==> config.mk <==
export PLATFORM = sky130hd
export DESIGN_NAME = fetch_stage
export DESIGN_NICKNAME = d
export VERILOG_FILES = /design/src/rtl/fetch_stage.sv
export SDC_FILE = /design/constraint.sdc
export NUM_CORES = 1
export LEC_CHECK = 0
export CORE_UTILIZATION = 44
export DETAILED_ROUTE_END_ITERATION = 8
export PLACE_DENSITY = 0.8
export RECOVER_POWER = 50
export SYNTH_ARGS = -nofsm -noshare
export SYNTH_HDL_FRONTEND = slang
export SYNTH_SLANG_ARGS = --single-unit
==> constraint.sdc <==
create_clock -name clk -period 2.6 [get_ports clk]
set_input_delay 0.39 -clock clk [delete_from_list [all_inputs] [get_ports clk]]
set_output_delay 0.39 -clock clk [all_outputs]
set_load 0.03 [all_outputs]
==> src/rtl/fetch_stage.sv <==
// fetch_stage: PC register, same-cycle imem handshake and IF/ID pipeline register
module fetch_stage #(
  parameter int PC_WIDTH = 32,
  parameter int INSTR_WIDTH = 32,
  parameter logic [PC_WIDTH-1:0] RESET_PC = '0
) (
  input  logic                   clk,
  input  logic                   rst_n,
  input  logic                   stall_i,
  input  logic                   branch_taken_i,
  input  logic [PC_WIDTH-1:0]    branch_target_i,
  input  logic                   jump_i,
  input  logic [PC_WIDTH-1:0]    jump_target_i,
  output logic                   imem_req_o,
  output logic [PC_WIDTH-1:0]    imem_addr_o,
  input  logic [INSTR_WIDTH-1:0] imem_rdata_i,
  input  logic                   imem_ready_i,
  output logic                   if_id_valid_o,
  output logic [INSTR_WIDTH-1:0] if_id_instr_o,
  output logic [5:0]             if_id_opcode_o,
  output logic [PC_WIDTH-1:0]    if_id_pc_plus4_o,
  output logic                   fetch_err_o
);
  typedef enum logic [1:0] {IDLE, FETCH, REDIRECT, ERR} state_t;
  state_t state;
  logic [PC_WIDTH-1:0] pc, target, pc_next4;
  logic stalled, transfer, redirect, misaligned;
  // Handshake, stall and redirect decode; req is combinational so a stall drops it in the same cycle
  always_comb begin
    stalled    = if_id_valid_o && stall_i;
    imem_req_o = (state == FETCH) && !stalled;
    transfer   = imem_req_o && imem_ready_i;
    redirect   = ((state == FETCH) || (state == REDIRECT)) && (jump_i || branch_taken_i);
    target     = jump_i ? jump_target_i : branch_target_i;
    misaligned = |target[1:0];
    pc_next4   = pc + PC_WIDTH'(4);
  end
  assign imem_addr_o    = pc;
  assign if_id_opcode_o = if_id_instr_o[31:26];
  // Fetch FSM together with the PC and IF/ID registers; a redirect beats stall and any same-cycle transfer
  always_ff @(posedge clk or negedge rst_n) begin
    if (!rst_n) begin
      state            <= IDLE;
      pc               <= RESET_PC;
      if_id_valid_o    <= 1'b0;
      if_id_instr_o    <= '0;
      if_id_pc_plus4_o <= '0;
      fetch_err_o      <= 1'b0;
    end else if (redirect) begin
      if_id_valid_o <= 1'b0;
      if_id_instr_o <= '0;
      if (misaligned) begin
        fetch_err_o <= 1'b1;
        state       <= ERR;
      end else begin
        pc    <= target;
        state <= REDIRECT;
      end
    end else if (state == FETCH) begin
      if (transfer) begin
        if_id_instr_o    <= imem_rdata_i;
        if_id_pc_plus4_o <= pc_next4;
        if_id_valid_o    <= 1'b1;
        pc               <= pc_next4;
      end else if (!stalled) begin
        if_id_valid_o <= 1'b0;
        if_id_instr_o <= '0;
      end
    end else if (state != ERR) begin
      state <= FETCH;
    end
  end
endmodule

==> results of run 1 <==
==> metal layers <==
| metal | track usage [%] | part of all wire [%] |
|---|---|---|
| met4 | 12.2 | 3.1 |
| met1 | 33.8 | 41 |
| met3 | 4.30 | 5.9 |
| met5 | 0 | 0 |
| met2 | 44.8 | 50 |
==> cell type report <==
class | count | area, sq um
clock buffer | 10 | 239
clock inverter | 6 | 86.3
fill | 845 | 3400
inverter | 8 | 30.0
multi-input combinational | 365 | 2330
sequential | 100 | 2500
tap | 140 | 175
timing repair buffer | 228 | 2220
==> metrics by stage <==
step	hold WS, ns	power, uW	util (%)
after floorplan	0.0944	6190	-
after CTS	0.0830	10100	69.3
after global routing	0.376	10400	69.0
after global placement	0.451	8430	66.4
after detailed placement	0.453	8570	66.4
final	0.287	9910	69.0
==> cell usage in the layout (no fill, tap or decap), types with 9 or more instances in the layout <==
| master | instances |
|---|---|
| clkdlybuf4s50_1 | 152 |
| dfrtp_1 | 100 |
| nand2_1 | 69 |
| dlygate4sd3_1 | 51 |
| o21ai_0 | 37 |
| a22o_1 | 32 |
| a21oi_1 | 21 |
| nor2_1 | 20 |
| nand3_1 | 19 |
| buf_4 | 19 |
| mux2i_1 | 16 |
| xor2_1 | 14 |
| xnor2_1 | 12 |
| nor3_1 | 12 |
| nand4_1 | 11 |
| o211ai_1 | 9 |
| o22ai_1 | 9 |
| clkbuf_16 | 9 |
==> critical path: stages, from the launching register on <==
cell and delay [ns]:
dfrtp_1 0.40, ha_1 0.36, o21bai_1 0.20, a211o_1 0.31, nand2_1 0.46, buf_4 0.25, o211ai_1 0.11, o211ai_1 0.12
==> path summary, 6_finish.rpt <==
kind	from	endpoint	slack, ns	cells after the start
min in group clk	if_id_pc_plus4_o[28]	if_id_pc_plus4_o[28]	0.48	2
max in group asynchronous	rst_n	if_id_instr_o[20]	0.77	2
hold reg to reg	if_id_pc_plus4_o[28]	if_id_pc_plus4_o[28]	0.48	2
hold / removal	rst_n	if_id_pc_plus4_o[29]	0.29	1
setup reg to reg	state[0]	imem_addr_o[31]	0.29	7
setup / recovery	state[0]	imem_addr_o[31]	0.29	7
==> logic make-up after synthesis <==
family / count (synthesis)
fa+ha+maj: 3
simple gates: 162
mux: 24
compound gates: 150
flops: 100
xor+xnor: 26
buf+inv: 49
==> flip-flops by register name, summed over array words and instances (netlist names) <==
register / flops
state: 2
if_id_valid_o: 1
if_id_instr_o: 32
imem_addr_o: 32
if_id_pc_plus4_o: 32
fetch_err_o: 1
==> power breakdown <==
group,total [uW],internal (uW),switching (uW)
combinational,5580,2220,3360
sequential,2870,2210,660
clock,1460,870,589
total,9910,5300,4610
==> flow_summary_export.csv, run 1 <==
group,metric,value,unit
cts,cts_htree_levels,3,
setup_path,start_kind,"flip-flop",
yosys,synth_edf_count,0,
yosys,synth_compound_area_share,20.5,%
sta,setup_viol,0,
placed_design,port_buffers,206,
placed_design,preCtsSetupSlack,0.172,ns
setup_path,worst-path-max-fanout,13,
cts,cts_buffers,9,
yosys,synthAdderAreaFrac,0.744,%
floorplan,fp.dieH,109,um
status,status,"completed",
sta,maxSlewViolCount,0,
floorplan,die_w,109,um
floorplan,dieArea,11900,sq um
sta,rsz0062_at_grt,"false",
yosys,netlist_instances,514,
routing,vias,4842,
yosys,syn_nets,619,
floorplan,core_region_area,11000,sq um
yosys,synth_common_cells,"dfrtp_1 (100), nand2_1 (70), o21ai_0 (37)",
routing,routed_wl,15700,um
layout,syn_to_final_growth,50.3,%
setup_path,crit_arrival,2.57,ns
layout,final_area,7580,sq um
yosys,yosysMostFrequentCell,"dfrtp_1",
cts,cts_tree,"built",
min_path,hold_path.class,"primary input to async pin",
yosys,yosys.area.top_type_share,49.6,%
layout,final_cells,857,
sta,min_period,2.31,ns
yosys,synth_area_leaders,"dfrtp_1 (50%), a22o_1 (5.6%), nand2_1 (5.2%)",
floorplan,initial_core_util,45.9,%
yosys,ys_ff_latch,100,
global_route,grt_max_degree,49,
routing,wl_per_cell,18.3,um
layout,finalNetCount,817,
cts,cts_root_buffer,"clkbuf_16",
sta,max_freq,433,MHz
sta,tns,0,ns
pwr,ir_drop,0.682,mV
global_route,grt_pass1_vias,4665,
yosys,yosysSeqAreaShare,49.6,%
cts,cts_sinks,100,
floorplan,rows,38,
placed_design,place_hpwl,11400,um
sta,setup_slack,0.289,ns
placed_design,post_dp_cell_area,7290,sq um
yosys,synth.mux.area_fraction,4.96,%
pwr,power_leakage,0.00326,uW
setup_path,critPathKind,"flip-flop to flip-flop",
yosys,syn_avg_cell_area,9.81,sq um
yosys,ys_warn_count,0,
placed_design,place_inst,841,
sta,hold_violations,0,
sta,relSlewSlack,13.3,%
routing,postRouteAntennaNets,0,
cts,cts_resized,1,
layout,layout-drive-gt1-share,8.51,%
routing,firstDrtPassIters,4,
placed_design,gp_congestion,0.894,
layout,antennaDiodeCount,0,
global_route,grt_use_total,26.7,%
sta,skew,0.00592,ns
cts,cts_setup_buffers,0,
yosys,netlist_area,5040,sq um
global_route,overflow,0,
setup_path,required,2.86,ns
cts,postCtsHoldBufs,0,
yosys,synth_xor_area_share,4.51,%
cts,clockBufferDepth,2,
yosys,synth.distinct_cells,57,
global_route,antenna_found_initial,0,
yosys,async_flop_share,100,%
yosys,synth_top_cell_by_area,"dfrtp_1",
routing,vias_per_cell,5.65,
floorplan,io_pins,207,
cts,path_clk_slew,0.07,ns
cts,clock_latency,0.35,ns
yosys,synth-simple-area-share,15.2,%
routing,first_iter_violations,329,
pwr,power_density,1310,nW/um^2
global_route,grt_pass1_wl,23900,um
sta,worstMarginPinSlew,1.30,ns
yosys,ys.flop_type,"dfrtp_1",
run,max-cap-violations,0,
sta,fin_crit_sh,88.9,%
setup_path,end_kind,"flip-flop",
routing,drcViolationCount,0,
yosys,synth_top_family_by_area,"compound AO/OA/AOI/OAI gates",
(Power assumes the default switching activity.)
==> inputs of run 2 (changes only) <==
--- a/config.mk
+++ b/config.mk
@@ -7,7 +7,7 @@
 export LEC_CHECK = 0
 export CORE_UTILIZATION = 44
 export DETAILED_ROUTE_END_ITERATION = 8
-export PLACE_DENSITY = 0.8
+export PLACE_DENSITY = 0.82
 export RECOVER_POWER = 50
 export SYNTH_ARGS = -nofsm -noshare
 export SYNTH_HDL_FRONTEND = slang
==> flow_summary_export.csv, run 2 (same netlist as run 1, synthesis figures left out) <==
group,metric,value,unit
layout,layout-drive-gt1-share,8.62,%
global_route,grt_max_degree,64,
setup_path,reg2reg_slack,0.25,ns
floorplan,initial_core_util,45.9,%
routing,vias,4921,
pwr,power_frac_comb,54.9,%
global_route,grt_pass1_vias,4852,
setup_path,required,2.83,ns
cts,cts_root_buffer,"clkbuf_16",
routing,vias_per_cell,5.73,
pwr,power.switching,4620,uW
setup_path,r2r_end,"imem_addr_o[17]",
setup_path,slowest_stage,"dfrtp_1",
floorplan,io_pins,207,
sta,maxSlewViolCount,39,
placed_design,place_hpwl,11700,um
setup_path,slowest_delay,0.41,ns
floorplan,die_w,109,um
global_route,antenna_found_initial,0,
cts,cts_htree_levels,3,
cts,cts_buffers,9,
setup_path,start_kind,"flip-flop",
routing,routed_wl,16300,um
pwr,seqPwrFrac,28.1,%
sta,setup_viol,0,
sta,hold_violations,0,
setup_path,rr_worst_depth,7,
global_route,overflow,0,
routing,first_iter_violations,336,
min_path,min_to,"if_id_pc_plus4_o[9]",
min_path,hold_path_startpoint,"if_id_pc_plus4_o[9]",
layout,fillers,850,
setup_path,crit_arrival,2.58,ns
pwr,power_density,1330,nW/um^2
cts,clockBufferDepth,2,
setup_path,worst-path-max-fanout,7,
routing,postRouteAntennaNets,0,
sta,max_freq,426,MHz
routing,firstDrtPassIters,6,
sta,fin_crit_sh,90.3,%
cts,cts_setup_buffers,0,
pwr,clockPowerShare,16.9,%
sta,relSlewSlack,-33.9,%
floorplan,fp.dieH,109,um
pwr,power_leakage,0.00330,uW
setup_path,critPathKind,"flip-flop to flip-flop",
layout,finalNetCount,819,
floorplan,dieArea,11900,sq um
status,violations,"capacitance limit, slew limit",
min_path,hold_path_depth,2,
pwr,ir_drop,0.674,mV
sta,worstMarginPinSlew,2.01,ns
layout,final_core_util,69.7,%
cts,cts_sinks,100,
routing,wl_per_cell,19.0,um
floorplan,core_region_area,11000,sq um
cts,cts_tree,"built",
setup_path,cp_cell_sequence,"ha_1, o21bai_1, a211o_1, nand2_1, buf_4, a211oi_1, a311oi_1",
sta,rsz0062_at_grt,"false",
layout,antennaDiodeCount,0,
cts,clock_latency,0.34,ns
cts,postCtsHoldBufs,0,
layout,syn_to_final_growth,51.8,%
run,max-cap-violations,1,
layout,layout_commonest_cell,"clkdlybuf4s50_1",
routing,drcViolationCount,0,
global_route,grt_use_total,28.4,%
min_path,hold_path.class,"flip-flop to flip-flop",
setup_path,worstReg2RegStart,"state[0]",
placed_design,gp_congestion,0.856,
cts,path_clk_slew,0.07,ns
pwr,switching_share,45.3,%
sta,min_period,2.35,ns
status,status,"finished, violations left",
sta,skew,0.00504,ns
floorplan,rows,38,
global_route,grt_pass1_wl,25400,um
pwr,p_int,5580,uW
sta,tns,0,ns
pwr,p_total,10200,uW
setup_path,end_kind,"flip-flop",
placed_design,port_buffers,206,
layout,final_cell_mix,"clkdlybuf4s50_1 (153), dfrtp_1 (100), nand2_1 (69)",
[run 2: cell types whose count changed in the layout (fill, tap and decap cells not counted), sizes merged, moves of 2 or more]
cell,previous run,this run
clkinv,2,0
clkbuf,13,11
bufinv,2,5
buf,21,25
[run 2: what timing repair did]
item,CTS,global route
setup endpoints to repair,0,1
endpoints found under the hold margin,0,0
gates resized for setup,0,1
[run 2: worst max-delay path by stage]
| stage | depth (start not counted) | startpoint | slack (ns) | to |
|---|---|---|---|---|
| 6_report | 7 | state[0] | 0.25 | imem_addr_o[17] |
| 5_1_grt | 2 | rst_n | 0.11 | imem_addr_o[8] |
| 4_1_cts | 4 | state[1] | 0.08 | imem_req_o |
| 3_5_place_dp | 5 | branch_taken_i | 0.08 | if_id_instr_o[26] |
| 3_3_place_gp | 5 | branch_taken_i | 0.16 | if_id_instr_o[10] |
| 2_1_floorplan | 10 | state[1] | 0.22 | if_id_pc_plus4_o[2] |
[run 2: power by group through the flow]
stage	Combinational [uW]	Sequential, uW	Clock [uW]
2_1_floorplan	2220	3970	0
3_3_place_gp	5550	2860	0
3_5_place_dp	5690	2880	0
4_1_cts	5730	2870	1750
5_1_grt	5990	2960	1810
6_report	5600	2870	1730
[run 2: per-layer routing]
| layer | vias up | track usage (%) | part of all wire, % |
|---|---|---|---|
| met5 | - | 0 | 0 |
| met4 | 0 | 12.1 | 3.1 |
| met3 | 49 | 3.95 | 6.5 |
| met2 | 236 | 46.9 | 50 |
| met1 | 2376 | 37.1 | 40 |
| li1 | 2260 | - | - |
[run 2: cell type report]
| type | instances | area, sq um | share of cell area, % |
|---|---|---|---|
| multi-input cells | 365 | 2330 | 30.4 |
| repair buffers | 230 | 2240 | 29.2 |
| well taps | 140 | 175 | 2.29 |
| inverters | 8 | 30.0 | 0.392 |
| clock buffers | 10 | 229 | 2.99 |
| flip-flops and latches | 100 | 2500 | 32.7 |
| clock inverters | 6 | 159 | 2.07 |
[run 2: worst max-delay path, delay by kind of cell, from the launching register on]
family          cells  cell delay (ns)
buf+inv             1             0.20
flops               1             0.41
simple gates        1             0.29
fa+ha+maj           1             0.36
compound gates      4             0.98
[run 2: metrics by stage]
step / std cells / cell area, sq um / hold WS (ns) / worst slack (ns)
floorplan: 514 / 5040 / 0.0944 / 0.224
global placement: 843 / 7290 / 0.378 / 0.158
CTS: 859 / 7680 / 0.0235 / 0.0767
finish: 859 / 7660 / 0.475 / 0.251
detailed placement: 843 / 7290 / 0.390 / 0.0800
global route: 859 / 7660 / 0.497 / 0.108
